`config.mk`:
```
export PLATFORM = sky130hd
export DESIGN_NAME = multi_bank_io_controller
export DESIGN_NICKNAME = d
export VERILOG_FILES = /design/src/rtl/mbio_pkg.sv /design/src/rtl/io_input_sync.sv /design/src/rtl/multi_bank_io_controller.sv
export SDC_FILE = /design/constraint.sdc
export NUM_CORES = 1
export LEC_CHECK = 0
export ABC_AREA = 1
export BUFFER_PORTS_ARGS = -buffer_cell sky130_fd_sc_hd__buf_2
export CAP_MARGIN = 10
export CORE_UTILIZATION = 25
export DETAILED_ROUTE_END_ITERATION = 8
export GPL_TIMING_DRIVEN = 0
export SLEW_MARGIN = 20
export SYNTH_ARGS = -nofsm -noshare
export SYNTH_HDL_FRONTEND = slang
export SYNTH_SLANG_ARGS = --single-unit
```
`constraint.sdc`:
```
create_clock -name clk -period 4.8 [get_ports clk]
set_input_delay 0.24 -clock clk [delete_from_list [all_inputs] [get_ports clk]]
set_output_delay 0.24 -clock clk [all_outputs]
set_load 0.005 [all_outputs]
```
`src/rtl/mbio_pkg.sv`:
```
// mbio_pkg: opcodes, FSM encoding and status layout shared by the multi-bank IO controller.
package mbio_pkg;
   localparam logic [2:0] OP_NOP    = 3'd0;
   localparam logic [2:0] OP_WRITE  = 3'd1;
   localparam logic [2:0] OP_READ   = 3'd2;
   localparam logic [2:0] OP_SET    = 3'd3;
   localparam logic [2:0] OP_CLR    = 3'd4;
   localparam logic [2:0] OP_TGL    = 3'd5;
   localparam logic [2:0] OP_STATUS = 3'd6;
   localparam logic [2:0] OP_RSV    = 3'd7;
   localparam logic [7:0] ERR_RESP  = 8'hEE;
   localparam int ST_OVERRUN = 7;
   localparam int ST_TIMEOUT = 6;
   localparam int ST_BAD_CMD = 5;
   typedef enum logic [1:0] {IDLE, GET_ARG, EXEC, SEND} state_e;
   function automatic logic has_arg(input logic [2:0] op);
      return op == OP_WRITE || op == OP_SET || op == OP_CLR || op == OP_TGL;
   endfunction
endpackage

```
`src/rtl/io_input_sync.sv`:
```
// io_input_sync: parametrised-width 2-flop synchroniser with async active-low reset.
module io_input_sync #(
   parameter int W = 8
) (
   input  logic         clk,
   input  logic         rst_n,
   input  logic [W-1:0] d_i,
   output logic [W-1:0] q_o
);
   logic [W-1:0] meta_q, sync_q;
   always_ff @(posedge clk or negedge rst_n) begin
      if (!rst_n) begin
         meta_q <= '0;
         sync_q <= '0;
      end else begin
         meta_q <= d_i;
         sync_q <= meta_q;
      end
   end
   assign q_o = sync_q;
endmodule

```
`src/rtl/multi_bank_io_controller.sv`:
```
// multi_bank_io_controller: UART command engine driving NUM_BANKS 8-bit output banks,
// reading synchronised input banks, with argument timeout and sticky error status.
module multi_bank_io_controller
   import mbio_pkg::*;
#(
   parameter int NUM_BANKS      = 4,
   parameter int TIMEOUT_CYCLES = 1000,
   parameter int TIMER_WIDTH    = 16
) (
   input  logic                   clk,
   input  logic                   rst,
   input  logic [7:0]             rx_data,
   input  logic                   rx_valid,
   output logic [7:0]             tx_data,
   output logic                   tx_valid,
   input  logic                   tx_ready,
   input  logic [NUM_BANKS*8-1:0] input_io,
   output logic [NUM_BANKS*8-1:0] output_io,
   output logic                   valid_io,
   output logic                   busy,
   output logic [7:0]             status
);
   localparam int W = NUM_BANKS * 8;
   localparam logic [5:0] NB = 6'(NUM_BANKS);
   state_e state_q, state_d;
   logic [2:0] op_q, op_d;
   logic [4:0] bank_q, bank_d, err_q, err_d;
   logic [7:0] arg_q, arg_d, tx_q, tx_d;
   logic [TIMER_WIDTH-1:0] timer_q, timer_d;
   logic [W-1:0] out_q, out_d, sync_io;
   logic bad_q, bad_d, vio_q, vio_d;
   logic ovr_q, ovr_d, tmo_q, tmo_d, badf_q, badf_d;
   logic [7:0] cur, cur_in, new_val;
   logic ovr_ev, tmo_ev, bad_ev, stat_clr;
   logic [5:0] err_sum;

   io_input_sync #(.W(W)) u_sync (.clk(clk), .rst_n(rst), .d_i(input_io), .q_o(sync_io));

   always_comb begin
      cur    = '0;
      cur_in = '0;
      for (int b = 0; b < NUM_BANKS; b++) begin
         if (bank_q == 5'(b)) begin
            cur    = out_q[8*b +: 8];
            cur_in = sync_io[8*b +: 8];
         end
      end
   end

   assign new_val = op_q == OP_WRITE ? arg_q :
                    op_q == OP_SET   ? cur | arg_q :
                    op_q == OP_CLR   ? cur & ~arg_q : cur ^ arg_q;

   // Events landing on a STATUS-read edge survive the clear.
   assign ovr_ev   = rx_valid && (state_q == EXEC || state_q == SEND);
   assign tmo_ev   = state_q == GET_ARG && !rx_valid && timer_q == TIMER_WIDTH'(TIMEOUT_CYCLES - 1);
   assign bad_ev   = state_q == EXEC && bad_q;
   assign stat_clr = state_q == EXEC && !bad_q && op_q == OP_STATUS;
   assign err_sum  = {1'b0, stat_clr ? 5'd0 : err_q} + 6'(ovr_ev) + 6'(tmo_ev) + 6'(bad_ev);
   assign err_d    = err_sum > 6'd31 ? 5'd31 : err_sum[4:0];
   assign ovr_d    = ovr_ev | (ovr_q & ~stat_clr);
   assign tmo_d    = tmo_ev | (tmo_q & ~stat_clr);
   assign badf_d   = bad_ev | (badf_q & ~stat_clr);

   always_comb begin
      state_d = state_q;
      op_d    = op_q;
      bank_d  = bank_q;
      bad_d   = bad_q;
      arg_d   = arg_q;
      timer_d = '0;
      out_d   = out_q;
      tx_d    = tx_q;
      vio_d   = 1'b0;
      case (state_q)
         IDLE: if (rx_valid) begin
            op_d    = rx_data[7:5];
            bank_d  = rx_data[4:0];
            bad_d   = rx_data[7:5] == OP_RSV || ({1'b0, rx_data[4:0]} >= NB &&
                      rx_data[7:5] != OP_NOP && rx_data[7:5] != OP_STATUS);
            state_d = has_arg(rx_data[7:5]) ? GET_ARG : rx_data[7:5] == OP_NOP ? IDLE : EXEC;
         end
         GET_ARG: begin
            timer_d = timer_q + 1'b1;
            if (rx_valid) begin
               arg_d   = rx_data;
               state_d = EXEC;
            end else if (tmo_ev) begin
               state_d = IDLE;
            end
         end
         EXEC: begin
            state_d = SEND;
            tx_d    = bad_q ? ERR_RESP : op_q == OP_READ ? cur_in : op_q == OP_STATUS ? status : new_val;
            if (!bad_q && has_arg(op_q)) begin
               vio_d = new_val != cur;
               for (int b = 0; b < NUM_BANKS; b++)
                  if (bank_q == 5'(b)) out_d[8*b +: 8] = new_val;
            end
         end
         SEND: if (tx_ready) state_d = IDLE;
         default: state_d = IDLE;
      endcase
   end

   always_ff @(posedge clk or negedge rst) begin
      if (!rst) begin
         state_q <= IDLE;
         op_q    <= OP_NOP;
         bank_q  <= '0;
         bad_q   <= 1'b0;
         arg_q   <= '0;
         timer_q <= '0;
         out_q   <= '0;
         tx_q    <= '0;
         vio_q   <= 1'b0;
         ovr_q   <= 1'b0;
         tmo_q   <= 1'b0;
         badf_q  <= 1'b0;
         err_q   <= '0;
      end else begin
         state_q <= state_d;
         op_q    <= op_d;
         bank_q  <= bank_d;
         bad_q   <= bad_d;
         arg_q   <= arg_d;
         timer_q <= timer_d;
         out_q   <= out_d;
         tx_q    <= tx_d;
         vio_q   <= vio_d;
         ovr_q   <= ovr_d;
         tmo_q   <= tmo_d;
         badf_q  <= badf_d;
         err_q   <= err_d;
      end
   end

   always_comb begin
      status             = '0;
      status[ST_OVERRUN] = ovr_q;
      status[ST_TIMEOUT] = tmo_q;
      status[ST_BAD_CMD] = badf_q;
      status[4:0]        = err_q;
   end

   assign tx_data   = tx_q;
   assign tx_valid  = state_q == SEND;
   assign output_io = out_q;
   assign valid_io  = vio_q;
   assign busy      = state_q != IDLE;
endmodule

```
==> impl_metrics.json, run 1 <==
{
  "hold_start": "rx_data[0]",
  "max_slew_margin_pct": 67.8,
  "cts_buffer_depth": 2,
  "fin_crit_sh_pct": 62.7,
  "preCtsSetupSlack_ns": 1.79,
  "mostFrequentLayoutCell": "nand2_1",
  "antenna_found_initial": 0,
  "leakagePower_nw": 4.08,
  "die_h_um": 165,
  "area_growth_pct": 28.1,
  "worstMarginPinSlew_ns": 0.483,
  "gp_congestion": 0.818,
  "dpl.cell_count": 1156,
  "netlist_instances": 726,
  "worstPathBufferInverterCount": 6,
  "slowest_stage": "fa_1",
  "clk_latency_ns": 0.44,
  "grt_pass1_vias": 5222,
  "fin_hold_ws_ns": 0.111,
  "max_freq_mhz": 332,
  "route.detailed.drc": 0,
  "report.final.slew_viol_count": 0,
  "avgSynthCellArea_um2": 9.17,
  "hold_viol": 0,
  "synth.distinct_cells": 40,
  "cts-buffers-inserted": 17,
  "dr.pass1.iters": 6,
  "hpwl_mm": 12.8,
  "drt_wl_total_mm": 17.3,
  "synth_area_um2": 6650,
  "io_pins": 95,
  "required_ns": 5.13,
  "post_cts_buffers": 0,
  "grt_use_total_pct": 13.5,
  "maxCapViolCount": 0,
  "final_util_pct": 32.7,
  "setup_tns_ns": 0,
  "synth-simple-area-share_pct": 22.3,
  "synth_top_family_by_area": "simple AND/OR/NAND/NOR gates",
  "cts.htree.levels": 4,
  "drtAntennaViolNets": 0,
  "synthMuxAreaShare_pct": 0,
  "ctsRootBufferMaster": "clkbuf_16",
  "fin_crit_ns": 3.01,
  "initial_utilization_pct": 25.5,
  "synth-compound-area-share_pct": 10.1,
  "syn_nets": 791,
  "grt_overflow_total": 0,
  "hold_depth": 3,
  "reg2reg_depth": 15,
  "r2r-start": "state_q[0]$_DFFE_PN0P_",
  "r2r_end": "err_q[4]$_DFF_PN0_",
  "cp_top_family": "adder cells",
  "status": "finished, final reports clean",
  "synth-adder-area-share_pct": 4.17,
  "min_to": "arg_q[0]$_DFFE_PN0P_",
  "path_class": "register to register",
  "drt-vias-per-instance": 4.36,
  "routedWlPerCell_um": 14.2,
  "crit_arrival_ns": 3.34,
  "setup_violations": 0,
  "grt_max_degree": 102,
  "power_density_nw_per_um2": 588,
  "rsz0062_at_grt": "false",
  "cts_tree": "done",
  "drive_gt1_share_pct": 22.3,
  "nNetsFinal": 938,
  "dieWidth_um": 165,
  "cp_cell_sequence": "inv_1 > nor2_1 > buf_2 > inv_1 > nor2_1 > nand4_1 > fa_1 > inv_1 > ha_1 > fa_1 > inv_1 > nor3_1 > clkinv_1 > nand3_1 > o211ai_1",
  "critPathMaxFanout": 10,
  "peakVddDrop_v": 0.000294,
  "slowest_delay_ns": 0.55,
  "worstSetupStartpointType": "register",
  "yosys_register_bits": 148,
  "ff2ff_setup_slack_ns": 1.79,
  "hold_class": "primary input to register",
  "grt_pass1_wl_mm": 27.8,
  "coreArea_um2": 26100,
  "die-area_um2": 27300,
  "fin_ws_ns": 1.79,
  "final_cell_mix": "172 x nand2_1, 148 x dfrtp_1, 96 x buf_2",
  "via_count": 5324,
  "end_kind": "register",
  "ys_warn_count": 0,
  "yosysSeqAreaShare_pct": 55.7,
  "synth_xor_area_share_pct": 0.263,
  "row_count": 59,
  "initialDrtViolationCount": 458,
  "n_antenna_cell": 0,
  "clock-sinks": 148,
  "cp_common_cell": "inv_1",
  "clk_pin_slew_ns": 0.06,
  "fin_cells": 1221,
  "fin_skew_ns": 0.0218,
  "numPortBuffers": 94
}
[power breakdown]
part | leakage, nW | internal, mW | switching (mW)
clock network | 0.300 | 0.840 | 0.543
registers | 1.84 | 1.49 | 0.245
logic | 1.94 | 0.641 | 1.25
total | 4.08 | 2.97 | 2.04
[logic make-up (layout without fill, tap and decap cells)]
family,after synthesis,in the layout
fa+ha+maj,21,21
buf+inv,115,275
simple gates,316,316
xor+xnor,2,2
flops,148,148
compound gates,124,124
[metrics by stage]
stage / power, mW / area, µm²
2_1_floorplan: 2.94 / 6650
3_3_place_gp: 3.60 / 7540
3_5_place_dp: 3.64 / 7580
4_1_cts: 5.07 / 8530
5_1_grt: 5.42 / 8530
6_report: 5.01 / 8530
[Yosys cell counts]
master       n  share of area (%)
nand4_1     20                1.9
buf_6        5               0.85
nor3b_1      1               0.11
inv_1       72                4.1
or2_2        1              0.094
nor2_8       2               0.60
buf_4        4               0.45
dfrtp_1    148                 56
ha_1        19                3.6
nor2_2       8               0.75
a32o_1       1               0.15
nand3_1     42                3.2
a31oi_1      6               0.56
buf_8        1               0.23
o21ai_1     30                2.3
clkinv_1     2               0.11
inv_2       25                1.4
o211ai_1     7               0.79
o22ai_1      5               0.47
o2111ai_1    1               0.13
nand2_4      1               0.17
or2_0        2               0.19
or2_1        4               0.38
xor2_1       2               0.26
nand3_4      2               0.53
nor2_1      35                2.0
clkbuf_1     2               0.11
nor2_4       6                1.0
a21boi_0     1               0.11
a21oi_1     23                1.7
nand2_1    172                9.7
nor4_1       2               0.19
o21ai_2      1               0.13
nor3_1       6               0.45
nand2_2     12                1.1
o21a_1       1               0.11
fa_1         2               0.60
buf_2        3               0.23
o21ai_0     48                3.6
clkinv_2     1              0.075
[state kept, by name, indices dropped and copies added, names as in the netlist, 3 cells and up]
| name | count |
|---|---|
| arg_q | 8 |
| bank_q | 5 |
| err_q | 5 |
| op_q | 3 |
| output_io | 32 |
| timer_q | 16 |
| tx_data | 8 |
| u_sync.meta_q | 32 |
| u_sync.q_o | 32 |
[timing repair]
item	in CTS	in global routing
setup endpoints to repair	0	0
hold buffers	33	0
gates resized for setup	0	0
hold endpoints to repair	79	0
[final cells by class]
| class | count | area, µm² |
|---|---|---|
| Fill cell | 2644 | 17500 |
| Buffer | 15 | 124 |
| Clock buffer | 19 | 443 |
| Inverter | 100 | 377 |
| Sequential cell | 148 | 3700 |
| Tap cell | 335 | 419 |
| Multi-Input combinational cell | 463 | 2450 |
| Timing Repair Buffer | 128 | 838 |
| Clock inverter | 13 | 171 |
[worst reg2reg max path, stage by stage (launching register included)]
cell and delay (ns):
dfrtp_1 0.46, inv_1 0.08, nor2_1 0.12, buf_2 0.22, inv_1 0.17, nor2_1 0.15
nand4_1 0.18, fa_1 0.55, inv_1 0.04, ha_1 0.22, fa_1 0.39, inv_1 0.08
nor3_1 0.05, clkinv_1 0.05, nand3_1 0.06, o211ai_1 0.10
[metal layers]
metal / part of all wire [%] / vias to the layer above / global-route usage, %
met1: 43 / 2532 / 17.2
met3: 4.9 / 18 / 3.37
met2: 50 / 123 / 22.2
met5: 0 / - / 0
li1: - / 2651 / -
met4: 1.8 / 0 / 5.00
[worst max-delay path by stage]
stage | startpoint | endpoint | slack, ns | depth (start not counted)
6_report | state_q[0]$_DFFE_PN0P_ | err_q[4]$_DFF_PN0_ | 1.79 | 15
5_1_grt | state_q[0]$_DFFE_PN0P_ | err_q[4]$_DFF_PN0_ | 1.48 | 15
4_1_cts | state_q[0]$_DFFE_PN0P_ | err_q[4]$_DFF_PN0_ | 1.77 | 16
3_5_place_dp | state_q[0]$_DFFE_PN0P_ | err_q[4]$_DFF_PN0_ | 1.79 | 16
3_3_place_gp | rst | output_io[21]$_DFFE_PN0P_ | 1.33 | 1
2_1_floorplan | state_q[0]$_DFFE_PN0P_ | err_q[4]$_DFF_PN0_ | 2.18 | 15
(Power assumes the default switching activity.)
==> run 2: changes to the inputs <==
Clock period 4.8 ns to 2.98 ns, I/O delays scaled along.
==> run 2 against run 1 <==
Total power is 64% higher; maximum frequency is 11% higher; highest routed layer unchanged; non-clock buffer count is 9 higher; die area stayed put; design area is 1.3% higher; via count is 1.4% higher.
==> impl_metrics.json, run 2 (synthesis gave the netlist of run 1 again) <==
{
  "status": "finished, final reports clean",
  "hold_class": "primary input to register",
  "slowest_stage": "fa_1",
  "maxCapViolCount": 0,
  "rsz0062_at_grt": "false",
  "nNetsFinal": 947,
  "area_growth_pct": 29.8,
  "path_class": "register to register",
  "fin_skew_ns": 0.0123,
  "numPortBuffers": 94,
  "hpwl_mm": 12.8,
  "power_mw": 8.21,
  "required_ns": 3.27,
  "final_util_pct": 33.1,
  "power_density_nw_per_um2": 951,
  "drt_wl_total_mm": 17.4,
  "worstMarginPinSlew_ns": 0.485,
  "max_slew_margin_pct": 67.6,
  "drtAntennaViolNets": 0,
  "crit_arrival_ns": 3.01,
  "fin_crit_sh_pct": 91.2,
  "drive_gt1_share_pct": 24.2,
  "fin_cells": 1230,
  "worstSetupStartpointType": "register",
  "grt_pass1_wl_mm": 27.8,
  "cts.htree.levels": 4,
  "drt-vias-per-instance": 4.39,
  "antenna_found_initial": 0,
  "mostFrequentLayoutCell": "nand2_1",
  "grt_use_total_pct": 13.5,
  "leakagePower_nw": 4.11,
  "fin_crit_ns": 2.72,
  "setup_violations": 0,
  "grt_pass1_vias": 5224,
  "max_freq_mhz": 368,
  "cp_cell_sequence": "inv_1 > nor2_2 > buf_6 > clkinvlp_4 > nor2_1 > nand4_1 > fa_1 > inv_1 > ha_2 > fa_2 > inv_1 > nor3_1 > inv_2 > nand3_1 > o211ai_1",
  "cts-buffers-inserted": 17,
  "slowest_delay_ns": 0.46,
  "ctsRootBufferMaster": "clkbuf_16",
  "critPathMaxFanout": 5,
  "dpl.cell_count": 1156,
  "end_kind": "register",
  "cp_common_cell": "inv_1",
  "die_h_um": 165,
  "coreArea_um2": 26100,
  "gp_congestion": 0.818,
  "initial_utilization_pct": 25.5,
  "n_antenna_cell": 0,
  "clock-sinks": 148,
  "report.final.slew_viol_count": 0,
  "dr.pass1.iters": 4,
  "dieWidth_um": 165,
  "setup_tns_ns": 0,
  "io_pins": 95,
  "routedWlPerCell_um": 14.2,
  "cts_tree": "done",
  "peakVddDrop_v": 0.000476,
  "hold_viol": 0,
  "clk_latency_ns": 0.43,
  "clk_pin_slew_ns": 0.06,
  "row_count": 59,
  "final_cell_mix": "172 x nand2_1, 145 x dfrtp_1, 95 x buf_2",
  "grt_overflow_total": 0,
  "route.detailed.drc": 0,
  "num-fill-cells": 2632,
  "initialDrtViolationCount": 394,
  "die-area_um2": 27300,
  "grt_max_degree": 102,
  "via_count": 5397,
  "cts_buffer_depth": 2
}
run 2: per-layer routing:
metal | GRT usage [%] | wire length (µm)
met2 | 22.2 | 8750
met3 | 3.37 | 712
met1 | 17.2 | 7660
met5 | 0 | 0
met4 | 5.00 | 298
run 2: area by class of cell:
| cell class | count | area (µm²) | area share, % |
|---|---|---|---|
| Sequential cell | 148 | 3710 | 42.9 |
| Multi-Input combinational cell | 463 | 2460 | 28.5 |
| Timing Repair Buffer | 137 | 918 | 10.6 |
| Clock buffer | 19 | 443 | 5.13 |
| Tap cell | 335 | 419 | 4.85 |
| Inverter | 100 | 380 | 4.41 |
| Clock inverter | 13 | 171 | 1.99 |
| Buffer | 15 | 130 | 1.51 |
run 2: timing repair:
action	in CTS	in global routing
hold buffers	33	0
gates resized for setup	1	13
setup buffers	1	8
endpoints found under the setup margin	1	6
endpoints found under the hold margin	79	0
pin swaps	1	6
run 2: final timing paths:
check	startpoint	endpoint	slack (ns)	cells past startpoint
hold reg to reg	u_sync.meta_q[17]$_DFF_PN0_	u_sync.q_o[17]$_DFF_PN0_	0.34	0
setup / recovery	state_q[0]$_DFFE_PN0P_	err_q[4]$_DFF_PN0_	0.26	15
min in group asynchronous	rst	timer_q[9]$_DFF_PN0_	0.21	2
setup reg to reg	state_q[0]$_DFFE_PN0P_	err_q[4]$_DFF_PN0_	0.26	15
hold / removal	rx_data[0]	arg_q[0]$_DFFE_PN0P_	0.02	3
max in group asynchronous	rst	u_sync.q_o[15]$_DFF_PN0_	1.97	3
run 2: power by group:
part | switching, mW | internal [mW] | total [mW]
clock network | 0.881 | 1.35 | 2.23
logic | 2.06 | 1.12 | 3.18
registers | 0.399 | 2.40 | 2.80
total | 3.34 | 4.88 | 8.21
run 2: critical path, delay by kind of cell (launching register included):
family,cells,cell delay [ns]
adders and majority gates,3,0.87
buffers and inverters,6,0.50
and+or+nand+nor,5,0.72
DFF,1,0.42
AOI/OAI and AO/OA,1,0.09
run 2: through the flow:
step	worst slack (ns)	hold WS [ns]	instance area (µm²)
after floorplan	0.357	-0.147	6650
after global placement	-0.395	0.259	7540
after detailed placement	-0.0304	0.0794	7580
after CTS	0.0119	0.0166	8530
after global routing	0.0211	0.0306	8630
final	0.263	0.0186	8630
